[config.mk]
export PLATFORM = sky130hd
export DESIGN_NAME = keypad_scanner
export DESIGN_NICKNAME = d
export VERILOG_FILES = /design/src/rtl/keypad_scanner.sv
export SDC_FILE = /design/constraint.sdc
export NUM_CORES = 1
export LEC_CHECK = 0
export ABC_AREA = 1
export BUFFER_PORTS_ARGS = -buffer_cell sky130_fd_sc_hd__clkbuf_2
export CORE_MARGIN = 1.5
export CORE_UTILIZATION = 55
export DETAILED_ROUTE_END_ITERATION = 10
export PLACE_DENSITY = 0.73
export SLEW_MARGIN = 20
export SYNTH_ARGS = -nofsm -noshare
export SYNTH_HDL_FRONTEND = slang
export SYNTH_SLANG_ARGS = --single-unit
[constraint.sdc]
create_clock -name clk -period 22.7 [get_ports clk]
set_input_delay 2.27 -clock clk [delete_from_list [all_inputs] [get_ports clk]]
set_output_delay 2.27 -clock clk [all_outputs]
set_load 0.01 [all_outputs]
[src/rtl/keypad_scanner.sv]
// Matrix keypad scanner: column scan, frame-level debounce with multi-key
// rejection, and a fall-through keycode FIFO with valid/ready output.
module keypad_scanner #(
  parameter int unsigned ROWS       = 4,
  parameter int unsigned COLS       = 4,
  parameter int unsigned SCAN_DIV   = 1000,
  parameter int unsigned DEBOUNCE   = 4,
  parameter int unsigned FIFO_DEPTH = 4,
  localparam int unsigned KW        = $clog2(ROWS*COLS)
) (
  input  logic            clk,
  input  logic            kpdreset,
  output logic [COLS-1:0] column,
  input  logic [ROWS-1:0] row,
  output logic [KW-1:0]   keydata,
  output logic            key_valid,
  input  logic            key_ready,
  output logic            key_down,
  output logic            multikey,
  output logic            overflow,
  input  logic            clr_ovf
);

  localparam int unsigned NKEYS = ROWS * COLS;
  localparam int unsigned DW    = $clog2(SCAN_DIV);
  localparam int unsigned CW    = $clog2(COLS);
  localparam int unsigned NW    = $clog2(NKEYS + 1);
  localparam int unsigned SW    = 4;
  localparam int unsigned PW    = $clog2(FIFO_DEPTH);
  localparam int unsigned OW    = PW + 1;

  // scan state
  logic             scan_en;
  logic [DW-1:0]    div_q;
  logic [CW-1:0]    col_q;
  logic [CW-1:0]    col_n;
  logic [NKEYS-1:0] snap_q;
  logic [NKEYS-1:0] snap_full;
  logic             sample;
  logic             frame_end;

  // debounce state
  logic [NW-1:0]    nset;
  logic [KW-1:0]    one_code;
  logic             cand_none;
  logic             multi;
  logic             same;
  logic [SW-1:0]    stable_cnt;
  logic [SW-1:0]    cnt_n;
  logic             prev_none;
  logic [KW-1:0]    prev_code;
  logic [KW-1:0]    held_code;
  logic             accept;
  logic             push_req;
  logic             rel_req;

  // fifo state
  logic [KW-1:0]    mem [FIFO_DEPTH];
  logic [PW-1:0]    rd_q;
  logic [PW-1:0]    wr_q;
  logic [PW-1:0]    rd_n;
  logic [OW-1:0]    count_q;
  logic [OW-1:0]    count_n;
  logic             pop;
  logic             full;
  logic             wr_en;
  logic             drop;
  logic [KW-1:0]    head_n;

  assign sample    = scan_en && (div_q == DW'(SCAN_DIV - 1));
  assign frame_end = sample && (col_q == CW'(COLS - 1));

  // next column index, wrapping at the last column
  always_comb begin
    col_n = col_q;
    if (sample) begin
      col_n = (col_q == CW'(COLS - 1)) ? '0 : col_q + CW'(1);
    end
  end

  // snapshot including the row sample taken this cycle
  always_comb begin
    snap_full = snap_q;
    for (int r = 0; r < int'(ROWS); r++) begin
      for (int c = 0; c < int'(COLS); c++) begin
        if (sample && (col_q == CW'(c))) begin
          snap_full[r*int'(COLS) + c] = ~row[r];
        end
      end
    end
  end

  // key count and code of the (last) set key in the frame
  always_comb begin
    nset     = '0;
    one_code = '0;
    for (int i = 0; i < int'(NKEYS); i++) begin
      if (snap_full[i]) begin
        nset     = nset + NW'(1);
        one_code = KW'(i);
      end
    end
  end

  // frame candidate comparison and acceptance decisions
  always_comb begin
    cand_none = (nset == '0);
    multi     = (nset > NW'(1));
    same      = (cand_none == prev_none) && (cand_none || (one_code == prev_code));
    if (!same) begin
      cnt_n = SW'(1);
    end else if (stable_cnt == SW'(DEBOUNCE)) begin
      cnt_n = stable_cnt;
    end else begin
      cnt_n = stable_cnt + SW'(1);
    end
    accept   = frame_end && !multi && (cnt_n == SW'(DEBOUNCE));
    push_req = accept && !cand_none && (!key_down || (one_code != held_code));
    rel_req  = accept && cand_none && key_down;
  end

  // fifo pointer/occupancy update and next head entry
  always_comb begin
    pop   = key_valid && key_ready;
    full  = (count_q == OW'(FIFO_DEPTH));
    wr_en = push_req && (!full || pop);
    drop  = push_req && full && !pop;
    rd_n  = pop ? rd_q + PW'(1) : rd_q;
    case ({wr_en, pop})
      2'b10:   count_n = count_q + OW'(1);
      2'b01:   count_n = count_q - OW'(1);
      default: count_n = count_q;
    endcase
    head_n = (wr_en && (rd_n == wr_q)) ? one_code : mem[rd_n];
  end

  // column divider, column drive and snapshot capture
  always_ff @(posedge clk or posedge kpdreset) begin
    if (kpdreset) begin
      scan_en <= 1'b0;
      div_q   <= '0;
      col_q   <= '0;
      snap_q  <= '0;
      column  <= '1;
    end else begin
      scan_en <= 1'b1;
      column  <= ~(COLS'(1) << col_n);
      if (scan_en) begin
        col_q <= col_n;
        if (sample) begin
          div_q  <= '0;
          snap_q <= snap_full;
        end else begin
          div_q  <= div_q + DW'(1);
        end
      end
    end
  end

  // per-frame debounce and accepted key state
  always_ff @(posedge clk or posedge kpdreset) begin
    if (kpdreset) begin
      stable_cnt <= '0;
      prev_none  <= 1'b1;
      prev_code  <= '0;
      held_code  <= '0;
      key_down   <= 1'b0;
      multikey   <= 1'b0;
    end else if (frame_end) begin
      multikey <= multi;
      if (multi) begin
        stable_cnt <= '0;
      end else begin
        stable_cnt <= cnt_n;
        prev_none  <= cand_none;
        prev_code  <= one_code;
      end
      if (push_req) begin
        key_down  <= 1'b1;
        held_code <= one_code;
      end else if (rel_req) begin
        key_down  <= 1'b0;
      end
    end
  end

  // keycode fifo storage, registered head and sticky overflow
  always_ff @(posedge clk or posedge kpdreset) begin
    if (kpdreset) begin
      for (int i = 0; i < int'(FIFO_DEPTH); i++) mem[i] <= '0;
      rd_q      <= '0;
      wr_q      <= '0;
      count_q   <= '0;
      keydata   <= '0;
      key_valid <= 1'b0;
      overflow  <= 1'b0;
    end else begin
      if (wr_en) begin
        mem[wr_q] <= one_code;
        wr_q      <= wr_q + PW'(1);
      end
      rd_q      <= rd_n;
      count_q   <= count_n;
      keydata   <= head_n;
      key_valid <= (count_n != '0);
      if (drop) begin
        overflow <= 1'b1;
      end else if (clr_ovf) begin
        overflow <= 1'b0;
      end
    end
  end

endmodule
==> summary.txt <==
class of the worst hold path = flop to flop
type of element launching the critical path = input pin
count of instances resized after the clock tree is built = 0
total power = 0.322 mW
synthesized-area fraction occupied by ao, oa, aoi and oai cells = 0.0819
Worst EP arrival = 11.75 ns
FILL cells = 934
share of the core filled with cells in the final layout = 0.610
netlist area before placement = 5910 µm²
remaining antenna violation count after routing = 0
top-count cell post-synth = sky130_fd_sc_hd__nand2_1
routed wire length = 12400 µm
TritonCTS clock tree = built
outcome = complete, no violations
number of input and output port buffers inserted = 19
commonest register cell after synthesis = sky130_fd_sc_hd__dfrtp_1
type of destination of the critical path = flop
DR vias/cell = 5.25
Remaining Overflow, GRT = 0
count of synthesis-stage warnings from yosys = 0
required time of the critical path = 22.94 ns
clock tree buffer depth = 2
worst-case setup margin in the final layout = 11.20 ns
Post CTS Setup Buffer Count = 0
Worst Hold Slack = 0.494 ns
sum of negative setup slack = 0 ns
fin crit share = 0.507
count of nets after finishing = 912
final count of negative-setup-slack endpoints = 0
area added between synthesis and finish = 7.01%
number of flops mapped to enable cells by yosys = 0
Die Footprint = 11400 µm²
cell row count = 37
Simple-Gate Fraction of Synth Area = 0.412
worst rel slew slack = 0.396
sequential cell area in the final layout = 1930 µm²
VDD IR max = 0.0364 mV
Max stage delay on crit path = 0.38 ns
drt drc = 0
multiplexer share of the synthesized area = 0.00191
Avg WL per Cell = 12.2 µm
initial core utilization = 0.570
final number of max-transition violations = 0
hold buffers post-CTS = 0
register area share after synthesis = 0.327
Power Density = 50.9 nW/µm²
largest driver fanout on the critical path = 7
detailed-route via count = 5339
Num CTS Buffers = 9
Chip Width = 107 µm
number of H-tree levels = 3
Syn Nets = 886
critical-path cell with the highest stage delay = sky130_fd_sc_hd__fa_1
Worst-Skew Late Latency = 0.36 ns
Placer Congestion = 0.891
Worst Max-Slew Pin Slew = 0.900 ns
top cell types by occurrence after synthesis = sky130_fd_sc_hd__nand2_1 (258), sky130_fd_sc_hd__inv_1 (114), sky130_fd_sc_hd__nand3_1 (93)
Static Leakage = 3.55 nW
async set-reset flop share out of synthesis = 1.00
post-synthesis share of cell area spent on full adders, half adders and majority gates = 0.0605
Boundary Pins = 20
total placed cells including tap cells = 1001
Non-Filler Instances = 1017
Avg Cell Area, Syn = 6.95 µm²
footprint of the multi-input gates = 3450 µm²
cell taking the most area after synthesis = sky130_fd_sc_hd__dfrtp_1
number of antenna repair diodes = 0
most common cell type on the critical path = sky130_fd_sc_hd__nand2_1
final-report hold violation count = 0
synthesized-area fraction occupied by xor and xnor cells = 0.0267
Clock Sink Count = 77
main combinational cell family by area after synthesis = simple AND/OR/NAND/NOR gates
via count of the first global-routing pass = 5108
fraction of synthesized cell area taken by the top area cell type = 0.305
number of unique standard cell types used by synthesis = 46
largest cells by area after synthesis = sky130_fd_sc_hd__dfrtp_1 (30%), sky130_fd_sc_hd__nand2_1 (16%), sky130_fd_sc_hd__nand3_1 (7.9%)
post-route clock skew = 0.0144 ns
highest achievable clock rate = 0.0869 GHz
placed wire-length estimate = 9670 µm
proportion of layout cells with a drive suffix above 1 = 0.148
gr usage total = 0.236
pin count of the biggest net entering global routing = 66
max-cap violation count = 0
placed standard-cell area = 6140 µm²
Period minus WS final = 11.50 ns
DR pass1 iterations = 8
dpl ws = 10.84 ns
initial antenna violation count = 0
register bit count reported by yosys = 77
die height = 107 µm
placeable core region = 10400 µm²
setup repair after global routing missed its margin = no
Post-Syn Instances = 850
cell area after layout = 6320 µm²
wire length of the first global-routing pass = 22100 µm
clock edge transition at the registers on the reported setup and hold paths = 0.08 ns
violation count after the first detailed-routing iteration = 256
critical path class = input pin to flop
Root Driver = sky130_fd_sc_hd__clkbuf_8
==> placed cells by master (no fill, tap or decap), types with 11 or more instances in the layout <==
cell and instances:
sky130_fd_sc_hd__inv_1 113, sky130_fd_sc_hd__nor2_1 59, sky130_fd_sc_hd__clkbuf_2 19, sky130_fd_sc_hd__dfrtp_1 72, sky130_fd_sc_hd__o21ai_0 37, sky130_fd_sc_hd__ha_1 27
sky130_fd_sc_hd__inv_2 12, sky130_fd_sc_hd__a21oi_1 17, sky130_fd_sc_hd__xor2_1 14, sky130_fd_sc_hd__nand2_2 22, sky130_fd_sc_hd__nand3_2 22, sky130_fd_sc_hd__nand3_1 93
sky130_fd_sc_hd__clkbuf_8 11, sky130_fd_sc_hd__nand2_1 258
==> worst paths after layout <==
| path | startpoint | endpoint | slack (ns) | depth (start not counted) |
|---|---|---|---|---|
| max | row[0] | key_valid | 11.20 | 60 |
| min | mem[8] | mem[8] | 0.49 | 2 |
| max reg2reg | div_q[0] | key_valid | 11.79 | 63 |
| min reg2reg | mem[8] | mem[8] | 0.49 | 2 |
| max in group asynchronous | kpdreset | snap_q[11] | 19.82 | 3 |
| min in group asynchronous | kpdreset | div_q[6] | 1.81 | 2 |
==> worst max-delay path: cells and delay by family <==
kind | cells | cell delay, ns
xor gates and xnor gates | 3 | 0.39
and+or+nand+nor | 32 | 4.32
adders and majority gates | 10 | 2.90
buffers and inverters | 6 | 0.38
AOI/OAI and AO/OA | 9 | 1.46
==> registers in the layout, indices dropped and copies added (netlist names) <==
register    count
mem            16
snap_q         16
div_q          10
column          4
held_code       4
keydata         4
prev_code       4
stable_cnt      4
count_q         3
col_q           2
rd_q            2
wr_q            2
key_down        1
key_valid       1
multikey        1
overflow        1
prev_none       1
scan_en         1
==> where the power goes <==
group / internal (mW) / switching (mW)
Combinational: 0.0232 / 0.0426
Sequential: 0.150 / 0.00940
Clock: 0.0458 / 0.0509
Total: 0.219 / 0.103
==> layer usage <==
layer  up-vias  track usage  wire (µm)
met4         0       0.0886        240
li1       2773            -          -
met5         -            0          0
met3        25       0.0353        390
met1      2436        0.300       5890
met2       105        0.407       5860
==> kinds of logic after synthesis <==
group	Yosys count
and+or+nand+nor	506
buffers and inverters	135
AOI/OAI and AO/OA	84
DFF	77
adders and majority gates	28
xor gates and xnor gates	18
other	1
muxes	1
==> final cells by class <==
type,count,area share
clock buffers,13,0.0251
repair buffers,20,0.0162
well taps,136,0.0269
inverters,130,0.0775
clock inverters,3,0.00336
flip-flops and latches,77,0.306
multi-input cells,638,0.545
Power figures use the tool's default switching activity.
